[config.mk]
export PLATFORM = sky130hd
export DESIGN_NAME = park_gate_sense_flat
export DESIGN_NICKNAME = d
export VERILOG_FILES = /design/src/rtl/park_gate_sense_pkg.sv /design/src/rtl/park_gate_sense_if.sv /design/src/rtl/park_gate_sense_debounce.sv /design/src/rtl/park_gate_sense.sv /design/src/flat_wrapper.sv
export SDC_FILE = /design/constraint.sdc
export NUM_CORES = 1
export LEC_CHECK = 0
export ABC_AREA = 1
export ABC_CLOCK_PERIOD_IN_PS = 3200
export CAP_MARGIN = 20
export CORE_MARGIN = 5
export CORE_UTILIZATION = 55
export CTS_CLUSTER_DIAMETER = 150
export DETAILED_ROUTE_END_ITERATION = 12
export PLACE_DENSITY = 0.75
export REMOVE_ABC_BUFFERS = 1
export SETUP_SLACK_MARGIN = 0.5
export SLEW_MARGIN = 10
export SYNTH_ARGS = -nofsm -noshare
export SYNTH_HDL_FRONTEND = slang
export SYNTH_SLANG_ARGS = --single-unit
[constraint.sdc]
create_clock -name clk -period 3.2 [get_ports clk]
set_clock_uncertainty 0.1 [all_clocks]
set_input_delay 0.64 -clock clk [delete_from_list [all_inputs] [get_ports clk]]
set_output_delay 0.64 -clock clk [all_outputs]
set_load 0.005 [all_outputs]
[src/rtl/park_gate_sense_pkg.sv]
// Shared types and defaults for the parking gate sensing path and the occupancy counter.
// Holds the passage state encoding and the pulse bundle emitted on each decision.
package park_pkg;

    localparam int DEB_CYCLES_DEF = 4;
    localparam int TIMEOUT_DEF    = 64;

    typedef enum logic [2:0] {
        ST_IDLE,
        ST_IN_A,
        ST_IN_AB,
        ST_IN_B,
        ST_OUT_B,
        ST_OUT_BA,
        ST_OUT_A,
        ST_WAIT_CLR
    } park_state_e;

    typedef struct packed {
        logic car_in;
        logic car_out;
        logic reject;
        logic err;
    } park_pulse_t;

    function automatic logic is_passage(park_state_e s);
        return !(s inside {ST_IDLE, ST_WAIT_CLR});
    endfunction

    function automatic logic is_entry(park_state_e s);
        return s inside {ST_IN_A, ST_IN_AB, ST_IN_B};
    endfunction

endpackage

[src/rtl/park_gate_sense_if.sv]
// Sensor, occupancy-flag and event signals between the gate sensing block and its neighbours.
interface park_gate_sense_if;
    logic sens_a;
    logic sens_b;
    logic full;
    logic empty;
    logic car_in;
    logic car_out;
    logic reject;
    logic err;
    logic gate_open;
    logic busy;

    modport master (
        output sens_a, sens_b, full, empty,
        input  car_in, car_out, reject, err, gate_open, busy
    );

    modport slave (
        input  sens_a, sens_b, full, empty,
        output car_in, car_out, reject, err, gate_open, busy
    );
endinterface

[src/rtl/park_gate_sense_debounce.sv]
// One-bit 2-flop synchronizer followed by a consecutive-mismatch debouncer.
import park_pkg::*;

module park_debounce #(
    parameter int DEB_CYCLES = DEB_CYCLES_DEF
) (
    input  logic clk,
    input  logic rst,
    input  logic i_raw,
    output logic o_level
);
    localparam int CW = $clog2(DEB_CYCLES + 1);

    logic          r_s1;
    logic          r_s2;
    logic          r_level;
    logic [CW-1:0] r_cnt;

    // Level flips on the DEB_CYCLES-th consecutive mismatching sample; any match restarts.
    always_ff @(posedge clk) begin
        if (rst) begin
            r_s1    <= 1'b0;
            r_s2    <= 1'b0;
            r_level <= 1'b0;
            r_cnt   <= '0;
        end else begin
            r_s1 <= i_raw;
            r_s2 <= r_s1;
            if (r_s2 != r_level) begin
                if (r_cnt == CW'(DEB_CYCLES - 1)) begin
                    r_level <= r_s2;
                    r_cnt   <= '0;
                end else begin
                    r_cnt <= r_cnt + 1'b1;
                end
            end else begin
                r_cnt <= '0;
            end
        end
    end

    assign o_level = r_level;
endmodule

[src/rtl/park_gate_sense.sv]
// Two-beam parking gate passage tracker: debounces both beams, follows the entry/exit
// sequence and emits one-cycle count, reject and error pulses.
import park_pkg::*;

module park_gate_sense #(
    parameter int DEB_CYCLES = DEB_CYCLES_DEF,
    parameter int TIMEOUT    = TIMEOUT_DEF
) (
    input  logic              clk,
    input  logic              rst,
    park_gate_sense_if.slave  bus
);
    localparam int DW = $clog2(TIMEOUT + 1);

    logic        w_da;
    logic        w_db;
    logic [1:0]  w_ab;
    logic        w_timeout;
    park_state_e w_next;
    park_pulse_t w_pls;

    park_state_e r_state;
    logic [DW-1:0] r_dwell;
    park_pulse_t r_pls;
    logic        r_gate_open;
    logic        r_busy;

    park_debounce #(.DEB_CYCLES(DEB_CYCLES)) u_deb_a (
        .clk(clk), .rst(rst), .i_raw(bus.sens_a), .o_level(w_da)
    );

    park_debounce #(.DEB_CYCLES(DEB_CYCLES)) u_deb_b (
        .clk(clk), .rst(rst), .i_raw(bus.sens_b), .o_level(w_db)
    );

    assign w_ab      = {w_da, w_db};
    assign w_timeout = is_passage(r_state) && (r_dwell == DW'(TIMEOUT - 1));

    always_comb begin
        w_next = r_state;
        w_pls  = '0;
        // A stuck passage is abandoned even if the beams move in the same cycle.
        if (w_timeout) begin
            w_next    = ST_WAIT_CLR;
            w_pls.err = 1'b1;
        end else begin
            case (r_state)
                ST_IDLE: begin
                    case (w_ab)
                        2'b10: if (bus.full)  begin w_next = ST_WAIT_CLR; w_pls.reject = 1'b1; end
                               else                 w_next = ST_IN_A;
                        2'b01: if (bus.empty) begin w_next = ST_WAIT_CLR; w_pls.reject = 1'b1; end
                               else                 w_next = ST_OUT_B;
                        2'b11: begin w_next = ST_WAIT_CLR; w_pls.err = 1'b1; end
                        default: ;
                    endcase
                end
                ST_IN_A: begin
                    case (w_ab)
                        2'b11: w_next = ST_IN_AB;
                        2'b00: w_next = ST_IDLE;
                        2'b01: begin w_next = ST_WAIT_CLR; w_pls.err = 1'b1; end
                        default: ;
                    endcase
                end
                ST_IN_AB: begin
                    case (w_ab)
                        2'b01: w_next = ST_IN_B;
                        2'b10: w_next = ST_IN_A;
                        2'b00: begin w_next = ST_WAIT_CLR; w_pls.err = 1'b1; end
                        default: ;
                    endcase
                end
                ST_IN_B: begin
                    case (w_ab)
                        2'b00: begin w_next = ST_IDLE; w_pls.car_in = 1'b1; end
                        2'b11: w_next = ST_IN_AB;
                        2'b10: begin w_next = ST_WAIT_CLR; w_pls.err = 1'b1; end
                        default: ;
                    endcase
                end
                ST_OUT_B: begin
                    case (w_ab)
                        2'b11: w_next = ST_OUT_BA;
                        2'b00: w_next = ST_IDLE;
                        2'b10: begin w_next = ST_WAIT_CLR; w_pls.err = 1'b1; end
                        default: ;
                    endcase
                end
                ST_OUT_BA: begin
                    case (w_ab)
                        2'b10: w_next = ST_OUT_A;
                        2'b01: w_next = ST_OUT_B;
                        2'b00: begin w_next = ST_WAIT_CLR; w_pls.err = 1'b1; end
                        default: ;
                    endcase
                end
                ST_OUT_A: begin
                    case (w_ab)
                        2'b00: begin w_next = ST_IDLE; w_pls.car_out = 1'b1; end
                        2'b11: w_next = ST_OUT_BA;
                        2'b01: begin w_next = ST_WAIT_CLR; w_pls.err = 1'b1; end
                        default: ;
                    endcase
                end
                ST_WAIT_CLR: if (w_ab == 2'b00) w_next = ST_IDLE;
                default: w_next = ST_IDLE;
            endcase
        end
    end

    // Outputs are registered from the next state so they line up with r_state.
    always_ff @(posedge clk) begin
        if (rst) begin
            r_state     <= ST_IDLE;
            r_dwell     <= '0;
            r_pls       <= '0;
            r_gate_open <= 1'b0;
            r_busy      <= 1'b0;
        end else begin
            r_state     <= w_next;
            r_dwell     <= (w_next != r_state || !is_passage(r_state)) ? '0 : r_dwell + 1'b1;
            r_pls       <= w_pls;
            r_gate_open <= is_entry(w_next);
            r_busy      <= (w_next != ST_IDLE);
        end
    end

    assign bus.car_in    = r_pls.car_in;
    assign bus.car_out   = r_pls.car_out;
    assign bus.reject    = r_pls.reject;
    assign bus.err       = r_pls.err;
    assign bus.gate_open = r_gate_open;
    assign bus.busy      = r_busy;
endmodule

[src/flat_wrapper.sv]
// flat-port wrapper written by rule: the top's interface ports become plain ports
module park_gate_sense_flat 
#(
    parameter int DEB_CYCLES = DEB_CYCLES_DEF,
    parameter int TIMEOUT    = TIMEOUT_DEF
)
  (clk, rst, bus_sens_a, bus_sens_b, bus_full, bus_empty, bus_car_in, bus_car_out, bus_reject, bus_err, bus_gate_open, bus_busy);
  park_gate_sense_if bus_i ();
  input  logic clk;
  input  logic rst;
  input wire logic [$bits(bus_i.sens_a)-1:0] bus_sens_a;
  input wire logic [$bits(bus_i.sens_b)-1:0] bus_sens_b;
  input wire logic [$bits(bus_i.full)-1:0] bus_full;
  input wire logic [$bits(bus_i.empty)-1:0] bus_empty;
  output wire logic [$bits(bus_i.car_in)-1:0] bus_car_in;
  output wire logic [$bits(bus_i.car_out)-1:0] bus_car_out;
  output wire logic [$bits(bus_i.reject)-1:0] bus_reject;
  output wire logic [$bits(bus_i.err)-1:0] bus_err;
  output wire logic [$bits(bus_i.gate_open)-1:0] bus_gate_open;
  output wire logic [$bits(bus_i.busy)-1:0] bus_busy;
  assign bus_i.sens_a = bus_sens_a;
  assign bus_i.sens_b = bus_sens_b;
  assign bus_i.full = bus_full;
  assign bus_i.empty = bus_empty;
  assign bus_car_in = bus_i.car_in;
  assign bus_car_out = bus_i.car_out;
  assign bus_reject = bus_i.reject;
  assign bus_err = bus_i.err;
  assign bus_gate_open = bus_i.gate_open;
  assign bus_busy = bus_i.busy;
  park_gate_sense #(.DEB_CYCLES(DEB_CYCLES), .TIMEOUT(TIMEOUT)) u_core (.clk(clk), .rst(rst), .bus(bus_i));
endmodule
==> results of run 1 <==
## worst min-delay path by stage
stage | slack, ns | endpoint | startpoint
global route | 0.33 | u_core.u_deb_a.r_s2$_SDFF_PP0_ | u_core.u_deb_a.r_s1$_SDFF_PP0_
global placement | 0.29 | u_core.u_deb_b.r_s2$_SDFF_PP0_ | u_core.u_deb_b.r_s1$_SDFF_PP0_
finish | 0.31 | u_core.u_deb_b.r_s2$_SDFF_PP0_ | u_core.u_deb_b.r_s1$_SDFF_PP0_
detailed placement | 0.29 | u_core.u_deb_b.r_s2$_SDFF_PP0_ | u_core.u_deb_b.r_s1$_SDFF_PP0_
floorplan | 0.29 | u_core.u_deb_a.r_s2$_SDFF_PP0_ | u_core.u_deb_a.r_s1$_SDFF_PP0_
CTS | 0.31 | u_core.u_deb_b.r_s2$_SDFF_PP0_ | u_core.u_deb_b.r_s1$_SDFF_PP0_
## worst max-delay path, cell delays in order (launching register included)
cell and delay [ns]:
dfxtp_1 0.47, inv_1 0.14, ha_1 0.30, nor2_1 0.17, nand2_1 0.12, nand2_1 0.09, nand2_1 0.08, nor2_4 0.12
nand3_2 0.11, nand2_2 0.09, nand3_4 0.14, nor3_2 0.18
## synth_stat cells, types with 5 or more instances
master   count
nand2_2      6
nor2_1      38
a21oi_1      6
o21ai_0      6
nand3_1      8
dfxtp_1     28
nand4_1      5
inv_1       29
ha_1        12
nor2_2       6
nand2_1     43
nor3_2       7
## metrics by stage
stage | utilization | setup WS, ns | instances | power [mW]
2_1_floorplan | - | 1.36 | 223 | 0.366
3_3_place_gp | 0.608 | 1.03 | 278 | 0.374
3_5_place_dp | 0.608 | 1.03 | 278 | 0.374
4_1_cts | 0.625 | 1.04 | 282 | 0.603
5_1_grt | 0.625 | 0.848 | 282 | 0.621
6_report | 0.625 | 1.04 | 282 | 0.594
## per-layer routing
metal,wire length [um],vias up
met3,164,5
met1,1430,603
li1,-,729
met5,0,-
met4,40,0
met2,1420,35
## final cells by class
cell class                      instances  area (um^2)  share of cell area
Clock inverter                          1         30.0              0.0159
Multi-Input combinational cell        162          986               0.521
Tap cell                               44         55.1              0.0291
Clock buffer                            3         22.5              0.0119
Inverter                               33          129              0.0681
Timing Repair Buffer                   11          110              0.0582
Sequential cell                        28          561               0.296
## kinds of logic after synthesis
| group | after synthesis | synth area share |
|---|---|---|
| xor+xnor | 4 | 0.0205 |
| simple gates | 131 | 0.422 |
| buf+inv | 36 | 0.0952 |
| flops | 28 | 0.328 |
| fa+ha+maj | 12 | 0.0878 |
| compound gates | 15 | 0.0468 |
## flip-flops by register name, summed over array words and instances (netlist names), 3 cells and up
| name | count |
|---|---|
| u_core.r_dwell | 7 |
| u_core.r_state | 3 |
| u_core.u_deb_a.r_cnt | 3 |
| u_core.u_deb_b.r_cnt | 3 |
## power groups by stage
| stage | Combinational [mW] | Sequential, mW | Clock (mW) |
|---|---|---|---|
| after detailed placement | 0.0136 | 0.361 | 0 |
| after global routing | 0.0153 | 0.354 | 0.252 |
| after floorplan | 0.00527 | 0.361 | 0 |
| after global placement | 0.0133 | 0.361 | 0 |
| final | 0.0135 | 0.353 | 0.228 |
| after CTS | 0.0136 | 0.353 | 0.236 |
==> metrics.csv, run 1 <==
stage;metric;value;unit
die;Die ar.;4320;um^2
global_routing;met3 GRT Util;0.0376;
timing;Final min period;2.16;ns
clocking;Clk Latency, worst-skew pair;0.32;ns
logic_synthesis;Post-synth EDFFs;0;
timing;Final Cycle Share;0.676;
routing;Routed WL;3060;um
clocking;Clock Path Buffers;2;
timing;Min Hold Slack;0.313;ns
global_routing;met2 Usage GRT;0.267;
power;leakage;0.840;nW
timing;Final Hold Viols;0;
flow_run;Max Cap Viol;0;
clocking;CTS Buf Count;3;
critical_path;RR Startpoint;u_core.u_deb_b.o_level$_SDFFE_PP0P_;
finish;Antenna diodes;0;
global_routing;antenna violations before repair;0;
routing;WL/cell;10.8;um
logic_synthesis;warning count from the yosys run;0;
power;worst vdd ir;237;uV
routing;drt first pass iters;4;
global_routing;pin count of the biggest net entering global routing;17;
routing;Final ANT Viol Nets;0;
power;combinational fraction of design power;0.023;
logic_synthesis;top_reg_cell synth;dfxtp_1;
power;sw frac;0.182;
routing;total number of vias;1372;
timing;Setup-failing EPs final;0;
clocking;CTS sink cnt;28;
global_routing;final global-route overflow total;0;
logic_synthesis;sequential share of the synthesized area;0.328;
power;PwrDens;314;nW/um^2
clocking;Post-CTS Hold Fix Bufs;0;
power;Clk network pwr share;0.383;
clocking;CTS tree;done;
routing;Initial DRC Count;89;
finish;fillers;268;
critical_path;CP endpoint kind;flip-flop;
global_routing;vias in the first global route;1304;
die;die width;65.7;um
power;Sequential Power Share;0.594;
logic_synthesis;Seq cells post-synth;28;
finish;commonest non-fill, non-tap cell in the layout;nand2_1;
hold_path;Hold Crit Class;flip-flop to flip-flop;
die;FP Rows;20;
critical_path;RR Endpoint;u_core.r_dwell[3]$_SDFF_PP0_;
placed_design;port buffer count;11;
clocking;# H-tree levels;1;
finish;most frequent cells in the layout;nand2_1, nor2_1, inv_1, dfxtp_1, ha_1;
die;Initial Util;0.564;
logic_synthesis;ranking of synthesized cells by area;dfxtp_1, nand2_1, ha_1;
placed_design;DP HPWL;2430;um
timing;Setup Total Neg Slack;0;ns
critical_path;CP Data Required Time;3.37;ns
logic_synthesis;synth unique cells;29;
finish;layout cells sized above 1;0.168;
die;Die H;65.7;um
logic_synthesis;cell taking the most area after synthesis;dfxtp_1;
timing;Final Max Tran Viols;0;
logic_synthesis;Yosys top cell area share;0.328;
critical_path;critical setup path kind;flip-flop to flip-flop;
power;Internal Power;0.486;mW
clocking;CTS root buffer;clkbuf_4;
timing;unrepaired setup endpoints after global routing;false;
global_routing;busiest grt layer;met2;
logic_synthesis;Synth Instances;226;
critical_path;CP Max Fanout;7;
critical_path;Critical Path AT;2.33;ns
logic_synthesis;Synth async-reset ratio;0;
clocking;Setup Fix Bufs, Post-CTS;0;
finish;final instance area;1890;um^2
timing;max_slew headroom;0.574;
routing;Residual DRC;0;
run_status;status;finished, final reports clean;
timing;Max Clk Rate;462;MHz
global_routing;Total Routing Usage GR;0.161;
clocking;post-CTS resize count;0;
placed_design;gp weighted congestion;0.980;
global_routing;first-pass GRT wire length;5460;um
clocking;Clock Pin Slew Worst Setup and Hold Paths;0.14;ns
finish;synth-to-layout area growth;10.8;%
critical_path;r2r setup slk;1.04;ns
hold_path;worst hold stages;2;
routing;detailed-route vias per instance;4.87;
die;Top Ports;12;
logic_synthesis;Synth Area per Inst;7.56;um^2
timing;Slew @ Worst Pin;0.637;ns
global_routing;met1 usage;0.199;
critical_path;kind of start point of the critical path;flip-flop;
critical_path;critical path endpoint;u_core.r_dwell[3]$_SDFF_PP0_;
power;P_sw;0.108;mW
die;core area;3030;um^2
finish;final net count;257;
critical_path;R2R cell count;11;
placed_design;DP Area;1840;um^2
logic_synthesis;area of the mapped netlist;1710;um^2
critical_path;Critical path origin;u_core.u_deb_b.o_level$_SDFFE_PP0P_;
(Power assumes the default switching activity.)
==> run 2: changes to the inputs <==
- ABC_CLOCK_PERIOD_IN_PS: 3200 -> 2100
- clock period: 3.2 -> 2.1 ns (I/O delays scaled with it)
==> run 2 against run 1 <==
  * Via count up 9.8%
  * Non-clock buffer count up 14
  * Setup slack worse by 0.87 ns
  * Combinational power up 71%
  * Global-route usage up 1.9 points
==> metrics.csv, run 2 (synthesized netlist as in run 1, its figures left out) <==
stage;metric;value;unit
placed_design;DP Area;1880;um^2
finish;Antenna diodes;0;
clocking;CTS sink cnt;28;
critical_path;Crit path top cell by count;nor2_2;
finish;fillers;226;
finish;area occupied by registers;573;um^2
placed_design;DP HPWL;2490;um
routing;total number of vias;1507;
run_status;status;finished, final reports clean;
global_routing;vias in the first global route;1373;
flow_run;Max Cap Viol;0;
timing;Setup Total Neg Slack;0;ns
critical_path;CP Max Fanout;7;
clocking;CTS tree;done;
critical_path;CP Data Required Time;2.27;ns
critical_path;Critical Path AT;2.11;ns
die;Top Ports;12;
routing;Residual DRC;0;
timing;Final min period;1.94;ns
timing;Final Hold Viols;0;
finish;final net count;271;
timing;max_slew headroom;0.807;
power;Pwr Total;0.905;mW
finish;commonest non-fill, non-tap cell in the layout;nand2_1;
critical_path;CP peak stage delay;0.40;ns
finish;final instance area;2190;um^2
critical_path;CP endpoint kind;flip-flop;
critical_path;CP top delay family;simple AND/OR/NAND/NOR gates;
die;Die ar.;4320;um^2
timing;Final Max Tran Viols;0;
timing;Max Clk Rate;516;MHz
clocking;Clock Path Buffers;2;
hold_path;worst hold stages;2;
clocking;CTS Buf Count;3;
finish;layout cells sized above 1;0.397;
die;die width;65.7;um
hold_path;Min-Delay Endpoint;u_core.u_deb_a.r_s2$_SDFF_PP0_;
critical_path;r2r setup slk;0.16;ns
critical_path;kind of start point of the critical path;flip-flop;
routing;drt first pass iters;4;
finish;synth-to-layout area growth;28.1;%
timing;Min Hold Slack;0.322;ns
placed_design;gp weighted congestion;0.942;
power;worst vdd ir;412;uV
global_routing;first-pass GRT wire length;5980;um
routing;Final ANT Viol Nets;0;
timing;unrepaired setup endpoints after global routing;true;
critical_path;critical setup path kind;flip-flop to flip-flop;
finish;final core occ;0.723;
critical_path;RR Endpoint;u_core.r_dwell[6]$_SDFF_PP0_;
clocking;CTS root buffer;clkbuf_4;
power;leakage;0.966;nW
clocking;# H-tree levels;1;
die;core area;3030;um^2
routing;detailed-route vias per instance;5.09;
critical_path;Cell Chain, Critical Path;clkinvlp_4, ha_4, inv_1, nand3_2, nor2_2, nor2_2, nand3_1, nand2_1, nand2_2, nand2_4, nor3_2;
finish;most frequent cells in the layout;nand2_1, nor2_1, inv_1, dfxtp_1, nand2_2;
critical_path;R2R cell count;11;
die;Initial Util;0.564;
hold_path;Hold Crit Class;flip-flop to flip-flop;
die;FP Rows;20;
timing;Final Cycle Share;0.923;
finish;max reg flops;7;
routing;Routed WL;3620;um
timing;Slew @ Worst Pin;0.287;ns
global_routing;final global-route overflow total;0;
critical_path;CP max-delay cell;dfxtp_4;
routing;Initial DRC Count;180;
hold_path;worst hold start;u_core.u_deb_a.r_s1$_SDFF_PP0_;
timing;Setup-failing EPs final;0;
critical_path;crit path buf inv count;2;
clocking;Clk Latency, worst-skew pair;0.33;ns
global_routing;pin count of the biggest net entering global routing;17;
global_routing;antenna violations before repair;0;
routing;WL/cell;12.2;um
finish;Biggest register;u_core.r_dwell;
global_routing;Total Routing Usage GR;0.180;
critical_path;RR Startpoint;u_core.u_deb_b.o_level$_SDFFE_PP0P_;
clocking;Clock Pin Slew Worst Setup and Hold Paths;0.14;ns
placed_design;port buffer count;11;
power;PwrDens;413;nW/um^2
die;Die H;65.7;um
finish;multi-input combinational cell area;1160;um^2
==> run 2: changes by cell type in the layout (fill, tap and decap cells not counted), moves of 6 or more <==
| cell | previous run | this run |
|---|---|---|
| ha_1 | 12 | 4 |
| dfxtp_1 | 28 | 22 |
| nand2_2 | 6 | 18 |
| nor2_1 | 38 | 26 |
| nor2_4 | 4 | 10 |
| clkdlybuf4s50_1 | 11 | 5 |
| nor2_2 | 6 | 12 |
| dlygate4sd2_1 | 0 | 6 |
| buf_4 | 0 | 12 |
| nand2_1 | 43 | 31 |
==> run 2: metrics by stage <==
stage,instances,setup slack (ns)
global placement,283,0.0865
CTS,293,0.249
global route,296,0.0585
finish,296,0.162
floorplan,223,0.255
detailed placement,283,0.0433
==> run 2: metal layers <==
layer | vias to the layer above | GRT usage | part of all wire
li1 | 763 | - | -
met1 | 684 | 0.222 | 0.43
met2 | 50 | 0.298 | 0.50
met5 | - | 0 | 0
met4 | 0 | 0.0907 | 0.025
met3 | 10 | 0.0308 | 0.044
==> run 2: cell type report <==
| class | instances | area share |
|---|---|---|
| clock buffer | 3 | 0.0103 |
| clock inverter | 1 | 0.0137 |
| inverter | 33 | 0.0606 |
| multi-input combinational | 162 | 0.530 |
| sequential | 28 | 0.262 |
| tap | 44 | 0.0251 |
| timing repair buffer | 25 | 0.0983 |
==> run 2: timing repair <==
item | CTS | global route
hold buffers | 0 | 0
setup buffers | 6 | 3
resized for setup | 49 | 18
pin swaps | 19 | 18
endpoints found under the setup margin | 18 | 13
==> run 2: how the worst max path moves through the flow <==
| stage | startpoint | endpoint | slack, ns | cells past startpoint |
|---|---|---|---|---|
| detailed placement | u_core.u_deb_b.o_level$_SDFFE_PP0P_ | u_core.bus.busy$_SDFF_PP0_ | 0.04 | 12 |
| CTS | u_core.u_deb_b.o_level$_SDFFE_PP0P_ | u_core.r_dwell[1]$_SDFF_PP0_ | 0.25 | 11 |
| floorplan | u_core.u_deb_b.o_level$_SDFFE_PP0P_ | u_core.r_dwell[4]$_SDFF_PP0_ | 0.26 | 12 |
| global placement | u_core.u_deb_b.o_level$_SDFFE_PP0P_ | u_core.r_dwell[4]$_SDFF_PP0_ | 0.09 | 12 |
| global route | u_core.u_deb_b.o_level$_SDFFE_PP0P_ | u_core.r_dwell[6]$_SDFF_PP0_ | 0.06 | 11 |
| finish | u_core.u_deb_b.o_level$_SDFFE_PP0P_ | u_core.r_dwell[6]$_SDFF_PP0_ | 0.16 | 11 |
==> run 2: report_power, final <==
| part | internal [mW] | switching, mW |
|---|---|---|
| combinational | 0.0125 | 0.0106 |
| clock | 0.193 | 0.153 |
| sequential | 0.533 | 0.00229 |
| total | 0.739 | 0.166 |
==> run 2: tightest hold or removal path: stages, from the launching register on <==
cell and delay, ns:
dfxtp_1 0.33, inv_1 0.04, nor2_1 0.03
==> run 3: changes to the inputs <==
==> constraint.sdc (replaced) <==
create_clock -name clk -period 2.1 [get_ports clk]
set_clock_uncertainty 0.1 [all_clocks]
set_input_delay 0.42 -clock clk [delete_from_list [all_inputs] [get_ports clk]]
set_output_delay 0.42 -clock clk [all_outputs]
set_load 0.1 [all_outputs]
==> run 3 against run 2 <==
  * Setup slack gained 0.12 ns
  * Sequential share of layout area shrank 0.71 points
  * Design area grew 2.8%
  * Combinational power grew 3%
  * Die area is the same
  * Sequential power is essentially flat
  * Critical path depth grew 1
  * First-iteration DRC count shrank 13%
  * Utilization grew 2.0 points
  * Global-route usage grew 0.49 points
  * Critical path type unchanged
  * Highest routed layer unchanged
  * Routed wire length grew 9.1%
  * Final cell count grew 1.4%
==> metrics.csv, run 3 (synthesized netlist as in run 1, its figures left out) <==
stage;metric;value;unit
run_status;status;finished, final reports clean;
finish;Biggest register;u_core.r_dwell;
placed_design;gp weighted congestion;0.978;
critical_path;CP max-delay cell;dfxtp_4;
critical_path;CP endpoint kind;flip-flop;
timing;unrepaired setup endpoints after global routing;true;
power;worst vdd ir;427;uV
finish;area occupied by registers;573;um^2
critical_path;kind of start point of the critical path;flip-flop;
clocking;Clk Latency, worst-skew pair;0.34;ns
critical_path;Critical Path AT;1.97;ns
timing;max_slew headroom;0.792;
power;PwrDens;406;nW/um^2
routing;drt first pass iters;5;
critical_path;critical setup path kind;flip-flop to flip-flop;
timing;Final Cycle Share;0.867;
routing;Routed WL;3960;um
die;Die H;65.7;um
finish;fillers;203;
power;Pwr Total;0.914;mW
clocking;CTS sink cnt;28;
critical_path;RR Startpoint;u_core.u_deb_a.o_level$_SDFFE_PP0P_;
timing;Setup-failing EPs final;0;
critical_path;CP peak stage delay;0.41;ns
routing;Residual DRC;0;
global_routing;pin count of the biggest net entering global routing;17;
clocking;Clock Path Buffers;2;
die;die width;65.7;um
critical_path;R2R cell count;12;
finish;synth-to-layout area growth;31.7;%
global_routing;antenna violations before repair;0;
timing;Max Clk Rate;549;MHz
global_routing;Total Routing Usage GR;0.185;
timing;Final Max Tran Viols;0;
critical_path;critical path endpoint;u_core.r_dwell[5]$_SDFF_PP0_;
hold_path;worst hold start;u_core.u_deb_a.r_s1$_SDFF_PP0_;
critical_path;r2r setup slk;0.28;ns
critical_path;path length in cells of the critical path;12;
finish;final net count;275;
routing;total number of vias;1527;
critical_path;CP Max Fanout;7;
finish;commonest non-fill, non-tap cell in the layout;nand2_1;
timing;Slew @ Worst Pin;0.311;ns
global_routing;final global-route overflow total;0;
routing;detailed-route vias per instance;5.09;
die;Top Ports;12;
clocking;Clock Pin Slew Worst Setup and Hold Paths;0.16;ns
finish;multi-input combinational cell area;1180;um^2
critical_path;CP top delay family;simple AND/OR/NAND/NOR gates;
finish;most frequent cells in the layout;nand2_1, nor2_1, inv_1, dfxtp_1, buf_4;
flow_run;Max Cap Viol;0;
die;core area;3030;um^2
timing;Final Hold Viols;0;
routing;Final ANT Viol Nets;0;
global_routing;vias in the first global route;1410;
timing;Final min period;1.82;ns
critical_path;RR Endpoint;u_core.r_dwell[5]$_SDFF_PP0_;
finish;max reg flops;7;
critical_path;crit path buf inv count;1;
clocking;# H-tree levels;1;
critical_path;Cell Chain, Critical Path;buf_12, ha_4, nor2_1, nor2_1, nand2_1, nand2_2, nor2_4, nand3_1, nand2_1, nand2_2, nand2_4, nor3_2;
timing;Setup Total Neg Slack;0;ns
placed_design;port buffer count;11;
placed_design;DP HPWL;2610;um
clocking;CTS tree;done;
routing;WL/cell;13.2;um
power;leakage;0.979;nW
global_routing;first-pass GRT wire length;6260;um
finish;layout cells sized above 1;0.426;
clocking;CTS Buf Count;3;
critical_path;Critical path origin;u_core.u_deb_a.o_level$_SDFFE_PP0P_;
finish;Antenna diodes;0;
hold_path;Hold Crit Class;flip-flop to flip-flop;
routing;Initial DRC Count;156;
die;FP Rows;20;
die;Initial Util;0.564;
die;Die ar.;4320;um^2
critical_path;CP Data Required Time;2.25;ns
clocking;CTS root buffer;clkbuf_4;
[run 3: cell count changes in the layout (fill, tap and decap cells not counted), moves of 3 or more]
cell / previous run / this run
buf_4: 12 / 21
nor2_2: 12 / 9
ha_2: 3 / 0
dlygate4sd2_1: 6 / 0
[run 3: layout make-up]
class                      count  share of cell area
clock buffer                   3              0.0100
clock inverter                 1              0.0133
inverter                      33              0.0617
multi-input combinational    162               0.525
sequential                    28               0.255
tap                           44              0.0245
timing repair buffer          29               0.111
[run 3: how the worst min path moves through the flow]
stage,end,slack (ns),cells past startpoint
2_1_floorplan,u_core.u_deb_a.r_s2$_SDFF_PP0_,0.29,2
3_3_place_gp,u_core.u_deb_b.r_s2$_SDFF_PP0_,0.29,2
3_5_place_dp,u_core.u_deb_a.r_s2$_SDFF_PP0_,0.30,2
4_1_cts,u_core.u_deb_a.r_s2$_SDFF_PP0_,0.32,2
5_1_grt,u_core.u_deb_a.r_s2$_SDFF_PP0_,0.34,2
6_report,u_core.u_deb_a.r_s2$_SDFF_PP0_,0.31,2
[run 3: per-stage QoR]
| step | cell area (um^2) | hold WS, ns | utilization | setup WS (ns) | cells |
|---|---|---|---|---|---|
| 2_1_floorplan | 1680 | 0.288 | - | 0.255 | 223 |
| 3_3_place_gp | 1860 | 0.289 | 0.615 | 0.0959 | 283 |
| 3_5_place_dp | 1860 | 0.296 | 0.615 | 0.0261 | 283 |
| 4_1_cts | 2150 | 0.315 | 0.711 | 0.297 | 294 |
| 5_1_grt | 2250 | 0.340 | 0.743 | 0.161 | 300 |
| 6_report | 2250 | 0.314 | 0.743 | 0.279 | 300 |
[run 3: metal layers]
metal  vias to the layer above  track usage  routed length, um
met5                         -            0                  0
met4                         0       0.0725                 89
met3                        12       0.0239                189
met2                        49        0.323               2010
met1                       698        0.227               1660
li1                        768            -                  -
[run 3: worst reg2reg max path, stage by stage (launching register included)]
cell and delay [ns]:
dfxtp_4 0.41, buf_12 0.14, ha_4 0.18, nor2_1 0.14, nor2_1 0.08, nand2_1 0.09
nand2_2 0.08, nor2_4 0.09, nand3_1 0.11, nand2_1 0.09, nand2_2 0.07, nand2_4 0.14
nor3_2 0.05
[run 3: power by group]
part           total, mW  leakage (nW)  switching (mW)  internal (mW)
registers          0.536         0.230         0.00222          0.533
logic             0.0239         0.721          0.0113         0.0126
clock network      0.354        0.0279           0.161          0.193
[run 3: what timing repair did]
item / in CTS / in global routing
resized for setup: 52 / 17
pin swaps: 22 / 16
hold buffers: 0 / 0
endpoints found under the setup margin: 12 / 13
buffers inserted: 7 / 6
